## src/rtl/seq_detect_mc.sv

```systemverilog
// Multi-channel serial pattern detector: CH independent bit streams are matched against one
// shared, load-latched pattern of 1..N bits. Each channel has a registered match pulse and a
// saturating match counter.
// Latency: valid[c] rises one clock after the strobed bit that completes the pattern.
// Backpressure: none. Bits are taken on every cycle with in_en=1, and the block never stalls.
//
// Ports:
//   clk, reset  : single clock; synchronous active-high reset
//   a[CH]       : one serial data bit per channel, sampled only when in_en=1
//   in_en       : bit strobe
//   seq/len/overlap, load : pattern, its length and overlap mode, latched on load
//   clr_cnt     : clears all match counters
//   valid[CH]   : one-cycle match pulse per channel
//   count       : packed per-channel match counters; channel c is [c*CNTW +: CNTW]
module seq_detect_mc #(
  parameter int N    = 8,
  parameter int CH   = 4,
  parameter int CNTW = 8
) (
  input  logic                    clk,
  input  logic                    reset,
  input  logic [CH-1:0]           a,
  input  logic                    in_en,
  input  logic [N-1:0]            seq,
  input  logic [$clog2(N+1)-1:0]  len,
  input  logic                    overlap,
  input  logic                    load,
  input  logic                    clr_cnt,
  output logic [CH-1:0]           valid,
  output logic [CH*CNTW-1:0]      count
);

  localparam int               LW   = $clog2(N+1);
  localparam logic [LW-1:0]    NL   = LW'(N);
  localparam logic [CNTW-1:0]  CMAX = '1;

  logic [N-1:0]    cfg_seq;
  logic [LW-1:0]   cfg_len;
  logic            cfg_ovl;

  logic [N-1:0]    hist [CH];
  logic [LW-1:0]   fill [CH];
  logic [CNTW-1:0] cnt  [CH];

  logic [N-1:0]    sh_hist [CH];
  logic [LW-1:0]   sh_fill [CH];
  logic [CH-1:0]   hit;

  logic [N-1:0]    rev_seq;
  logic [N-1:0]    exp_hist;
  logic [N-1:0]    len_mask;
  logic [LW-1:0]   len_in;

  // Clamp the requested length into 1..N before it is latched.
  always_comb begin
    len_in = len;
    if (len == '0) len_in = LW'(1);
    else if (len > NL) len_in = NL;
  end

  // The history holds the newest bit in h[0], so h[k] must equal cfg_seq[len-1-k].
  // Bit-reversing the whole pattern and then shifting right by (N-len) lines the
  // pattern up with the history without any variable part-select.
  always_comb begin
    for (int i = 0; i < N; i++) rev_seq[i] = cfg_seq[N-1-i];
    exp_hist = rev_seq >> (NL - cfg_len);
    len_mask = ~({N{1'b1}} << cfg_len);
  end

  // Next history and fill for an accepted bit, and the match test on that post-shift state.
  always_comb begin
    for (int c = 0; c < CH; c++) begin
      sh_hist[c] = {hist[c][N-2:0], a[c]};
      sh_fill[c] = (fill[c] == NL) ? fill[c] : fill[c] + LW'(1);
      hit[c]     = (sh_fill[c] >= cfg_len) &&
                   (((sh_hist[c] ^ exp_hist) & len_mask) == '0);
    end
  end

  always_ff @(posedge clk) begin
    if (reset) begin
      cfg_seq <= '0;
      cfg_len <= NL;
      cfg_ovl <= 1'b0;
      valid   <= '0;
      for (int c = 0; c < CH; c++) begin
        hist[c] <= '0;
        fill[c] <= '0;
        cnt[c]  <= '0;
      end
    end else begin
      // The pulse comes only from a bit that was actually accepted. A load cycle drops its bit.
      valid <= (in_en && !load) ? hit : '0;

      if (load) begin
        cfg_seq <= seq;
        cfg_len <= len_in;
        cfg_ovl <= overlap;
      end

      for (int c = 0; c < CH; c++) begin
        if (load) begin
          hist[c] <= '0;
          fill[c] <= '0;
        end else if (in_en) begin
          hist[c] <= sh_hist[c];
          // In non-overlapping mode, a match consumes the bits that formed it.
          fill[c] <= (hit[c] && !cfg_ovl) ? '0 : sh_fill[c];
        end

        // Clearing the counters wins over a match on the same edge.
        if (clr_cnt) begin
          cnt[c] <= '0;
        end else if (in_en && !load && hit[c] && (cnt[c] != CMAX)) begin
          cnt[c] <= cnt[c] + CNTW'(1);
        end
      end
    end
  end

  always_comb begin
    count = '0;
    for (int c = 0; c < CH; c++) count[c*CNTW +: CNTW] = cnt[c];
  end

endmodule

```

## config.mk

```make
export PLATFORM = sky130hd
export DESIGN_NAME = seq_detect_mc
export DESIGN_NICKNAME = d
export VERILOG_FILES = /design/src/rtl/seq_detect_mc.sv
export SDC_FILE = /design/constraint.sdc
export NUM_CORES = 1
export LEC_CHECK = 0
export BUFFER_PORTS_ARGS = -buffer_cell sky130_fd_sc_hd__buf_4
export CAP_MARGIN = 20
export CELL_PAD_IN_SITES_DETAIL_PLACEMENT = 1
export CELL_PAD_IN_SITES_GLOBAL_PLACEMENT = 1
export CORE_MARGIN = 1.5
export CORE_UTILIZATION = 45
export CTS_CLUSTER_SIZE = 14
export DETAILED_ROUTE_END_ITERATION = 12
export GPL_ROUTABILITY_DRIVEN = 0
export MAX_ROUTING_LAYER = met4
export PLACE_DENSITY_LB_ADDON = 0.2
export SLEW_MARGIN = 10
export SYNTH_ARGS = -nofsm -noshare
export SYNTH_HDL_FRONTEND = slang
export SYNTH_SLANG_ARGS = --single-unit
```

## constraint.sdc

```tcl
create_clock -name clk -period 4.1 [get_ports clk]
set_input_delay 0 -clock clk [delete_from_list [all_inputs] [get_ports clk]]
set_output_delay 0 -clock clk [all_outputs]
set_load 0.01 [all_outputs]
```

Word level (Yosys, flattened, before mapping):

Memory sizes are Yosys's and may differ from the RTL's.
Index checks and enable logic that the tools add are counted.

* flip-flop bits (word level): 17
* latch bits: 0
* memory bits (writable): 80
* ROM bits: 0
* input bits: 22
* output and inout port bits: 36
* memories kept: 3

* $add $sub $neg: 9
* $mul: 0
* divide/modulo/power cells: 0
* magnitude comparators: 5
* equality and inequality tests: 8
* shift-type cells: 2
* mux-type cells: 62
* bitwise operators: 34
* reduce and logical (&&, ||, !) cells: 25

Memories
* cnt: words 4, width 8, read ports 4, clocked after memory_dff 0, wr ports 4, RTL line 43 `logic [CNTW-1:0] cnt [CH];`
* hist: words 4, width 8, read ports 4, clocked after memory_dff 0, wr ports 4, RTL line 41 `logic [N-1:0] hist [CH];`
* fill: words 4, width 4, read ports 4, clocked after memory_dff 0, wr ports 4, RTL line 42 `logic [LW-1:0] fill [CH];`

Operators with widths (number)
* $mux 8: 16
* $mux 4: 18
* $add 8x1->8 const B: 4
* $and 8x8->8: 4
* $logic_not 8->1: 4
* $ne 8x8->1 const B: 4
* $xor 8x8->8: 4
* $mux 1: 28
* $or 1x1->1: 24
* $logic_and 1x1->1: 17
* $add 4x1->4 const B: 4
* $eq 4x4->1 const B: 4
* $ge 4x4->1: 4
* $not 8->8: 1
* $shl 8x4->8 const A: 1
* $shr 8x4->8: 1
* $gt 4x4->1 const B: 1
* $logic_not 4->1: 1
* $sub 4x4->4 const A: 1
* $logic_not 1->1: 2
* $reduce_or 2->1: 1
* $not 1->1: 1

Depth between registers and ports, before layout:

* word-level depth: 13
* gate-level depth with buffers: 13

Worst setup path after synthesis:

Ideal clock, no wire load.

* kind: register to register
* start: register cfg_len[0]
* end: memory cnt[0][0] (enable)
* library setup time: 0.374 ns
* arrival time: 3.278 ns
* setup slack: 0.448 ns
* stages on the path, launching flop included: 13
* buffers on the path: 2
* clock period less this slack: 3.652 ns
* cells stage by stage: dfxtp_1 > buf_2 > inv_1 > ha_1 > ha_1 > clkbuf_1 > nor2_1 > a22oi_1 > nand3_4 > xnor2_1 > a221oi_2 > nand4_4 > o21ai_1

RTL lines
* start, declared: RTL line 38 `logic [LW-1:0] cfg_len;`
* start signal, assigned: RTL line 97 `cfg_len <= len_in;`
* end, declared: RTL line 43

==> impl_metrics.ini <==
[global_route]
grt_pass1_wl_um = 24550
maximum_number_of_pins_on_one_net_before_global_route_repair = 33
via_count_of_the_first_global_routing_pass = 4718
track_usage_pct = 24.68
grt_remaining_overflow = 0
number_of_antenna_violations_at_the_first_check_in_global_routing = 0

[cts]
h-tree-depth = 3
ctsResizeCount = 0
clk_root_buffer_cell = clkbuf_16
cts_tree = done
worst_skew_pair.late_latency_ps = 350
cts-buffers-inserted = 9
tritoncts_num_sinks = 93
clk_pin_slew_worst_paths_ps = 70
max-clock-path-buffers = 2

[synthesis]
netlist_instances = 530
syn-cell-area_um2 = 5694
seq_area_frac_synth_pct = 46.06
synth_edf_count = 76
synth_top_flop_cell = edfxtp_1
synth_fp_nets = 584
synth_seq_cells = 93
ys.warnings.count = 0
post_synth_num_cell_types = 65
synth_top_cells_by_area = edfxtp_1 40%, ha_1 7.0%, dfxtp_1 6.0%
synth_top_area_cell = edfxtp_1
async_reset_ff_share_pct = 0
syn-mean-instance-area_um2 = 10.74
synth_top_cell_area_share_pct = 40.08

[critical_path]
setup.worst_path.class = register to register
rr_worst_depth = 8
worst_case_register_to_register_setup_slack_ps = 350
crit_path_start = cfg_len[1]$_SDFFE_PP0P_
critPathCapture = cnt[2][5]$_SDFFCE_PN0P_
critPathRequiredTime_ps = 4120
crit-reg2reg-capture = cnt[2][5]$_SDFFCE_PN0P_
r2r_start = cfg_len[1]$_SDFFE_PP0P_
critical_path.startpoint_type = register
timing.critical_path.fanout_max = 13
critical_path_arrival_ps = 3770
timing.critical_path.to_type = register

[drt]
detail_route.drc_violations = 0
ant_nets = 0
finalWirelength_um = 14650
wl_per_cell_um = 18.69
drtPass1Iterations = 4
via_per_inst = 5.546
vias = 4348
drtIter0Drc = 228

[floorplan]
rows = 40
fp.dieArea_um2 = 13340
floorplan.io_pins = 58
floorplan.core_area_um2 = 12160
die_w_um = 115.5
fp.dieH_um = 115.5
floorplan.initialDensity_pct = 46.82

[timing]
timing.final.ws_setup_ps = 345.8
actual_transition_at_the_worst_max_transition_pin_ps = 1023
finalSetupViolCount = 0
setup-tns-final_ps = 0
drv_slew = 0
final_cycle_share_pct = 91.57
grt_setup_unrepaired = no
highest_clock_frequency_the_design_can_meet_mhz = 266.4
final-hold-violation-count = 0
layout_min_cycle_time_ps = 3754
timing.clock.skew_ps = 8.591
slew-limit-headroom_pct = 31.05

[placed_design]
numPortBuffers = 57
dp_hpwl_um = 10500
post-place-ws_ps = 389.5

[flow_run]
cap_viol_max_count = 0

[layout]
design.final.nets = 665
antennaDiodeCount = 0
syn_to_final_growth_pct = 19.84
layout_fillers = 1317
final_core_utilization_pct = 56.11
drive_gt1_share_pct = 18.18

[pwr]
power_density_normalized_to_cell_area_nw_per_um2 = 351.1
ir_worst_vdd_v = 0.0002597
power_leakage_nw = 2.876

[hold_path]
worstHoldPathType = input port to register

[outcome]
run_status = finished, final reports clean
==> registers in the layout (all words and copies together) (netlist names) <==
signal,cells
hist,28
fill,16
cfg_len,4
cfg_ovl,1
cnt,32
cfg_seq,8
valid,4
==> layout make-up <==
cell class                      instances  area, µm²  share of cell area (%)
Clock buffer                           11      232.7                   3.410
Clock inverter                          5      60.06                  0.8801
Inverter                               23      86.33                   1.265
Multi-Input combinational cell        397       2899                   42.48
Sequential cell                        93       2623                   38.43
Tap cell                              168      210.2                   3.080
Timing Repair Buffer                   87      713.2                   10.45
==> synthesized netlist by cell type, types with 17 or more instances <==
| library cell | number |
|---|---|
| and3_1 | 37 |
| xnor2_1 | 30 |
| xor2_1 | 24 |
| edfxtp_1 | 76 |
| nor2_1 | 64 |
| nand3_1 | 21 |
| nand2_1 | 40 |
| inv_1 | 22 |
| dfxtp_1 | 17 |
| ha_1 | 32 |
| mux2i_1 | 24 |
==> power by group <==
part,leakage (nW),switching [mW],internal (mW)
Clock,0.140,0.367,0.476
Sequential,1.01,0.0488,1.06
Combinational,1.73,0.252,0.188
==> layer usage <==
| layer | global-route usage, % | part of all wire, % | up-vias |
|---|---|---|---|
| met4 | 8.807 | 1.8 | 0 |
| met3 | 3.347 | 3.0 | 24 |
| met1 | 30.51 | 44 | 2179 |
| met2 | 41.54 | 52 | 71 |
| li1 | - | - | 2074 |
| met5 | - | 0 | - |
==> critical path, cell delays in order (launching register included) <==
cell and delay [ps]:
dfxtp_1 460, inv_1 220, ha_1 640, mux2i_1 190, o21ai_0 400, a21oi_4 140, a311oi_1 610, nand4_2 350
nand2_1 400
==> what timing repair did <==
action	CTS	global route
hold buffers	24	0
endpoints found under the hold margin	16	0
setup buffers	0	0
==> cell usage in the layout, fill, tap and decap left out, types with 24 or more instances in the layout <==
| cell | count |
|---|---|
| nor2_1 | 64 |
| buf_4 | 63 |
| dlygate4sd3_1 | 24 |
| mux2i_1 | 24 |
| and3_1 | 37 |
| edfxtp_1 | 76 |
| nand2_1 | 40 |
| xnor2_1 | 30 |
| ha_1 | 32 |
| xor2_1 | 24 |
==> per-stage QoR <==
stage          cell area (µm²)  hold WS, ps  instances  power, mW
4_1_cts                   6824        18.62        784      2.411
3_5_place_dp              6291        246.7        744      1.546
2_1_floorplan             5694        130.4        530      1.411
5_1_grt                   6824        85.12        784      2.489
3_3_place_gp              6291        233.2        744      1.527
6_report                  6824        50.11        784      2.396
==> worst min path at each step <==
stage / to / cells after the start / slack (ps) / startpoint
finish: cfg_len[1]$_SDFFE_PP0P_ / 4 / 50 / len[1]
global placement: cfg_seq[3]$_SDFFE_PP0P_ / 3 / 230 / seq[3]
floorplan: cfg_len[3]$_SDFFE_PP1P_ / 2 / 130 / len[3]
detailed placement: cfg_seq[7]$_SDFFE_PP0P_ / 3 / 250 / seq[7]
CTS: cfg_len[2]$_SDFFE_PP0P_ / 4 / 20 / len[2]
global route: cfg_len[3]$_SDFFE_PP1P_ / 3 / 90 / load
==> cell families (layout without fill, tap and decap cells) <==
kind of cell / after synthesis / count (layout) / share of synthesized area [%]
AO/OA/AOI/OAI: 57 / 57 / 7.911
buffers and inverters: 40 / 126 / 3.032
AND/OR/NAND/NOR: 228 / 228 / 22.65
flip-flops: 93 / 93 / 46.06
multiplexers: 26 / 26 / 5.010
adder cells (fa/ha/maj): 32 / 32 / 7.031
XOR/XNOR: 54 / 54 / 8.306
(Power assumes the default switching activity.)
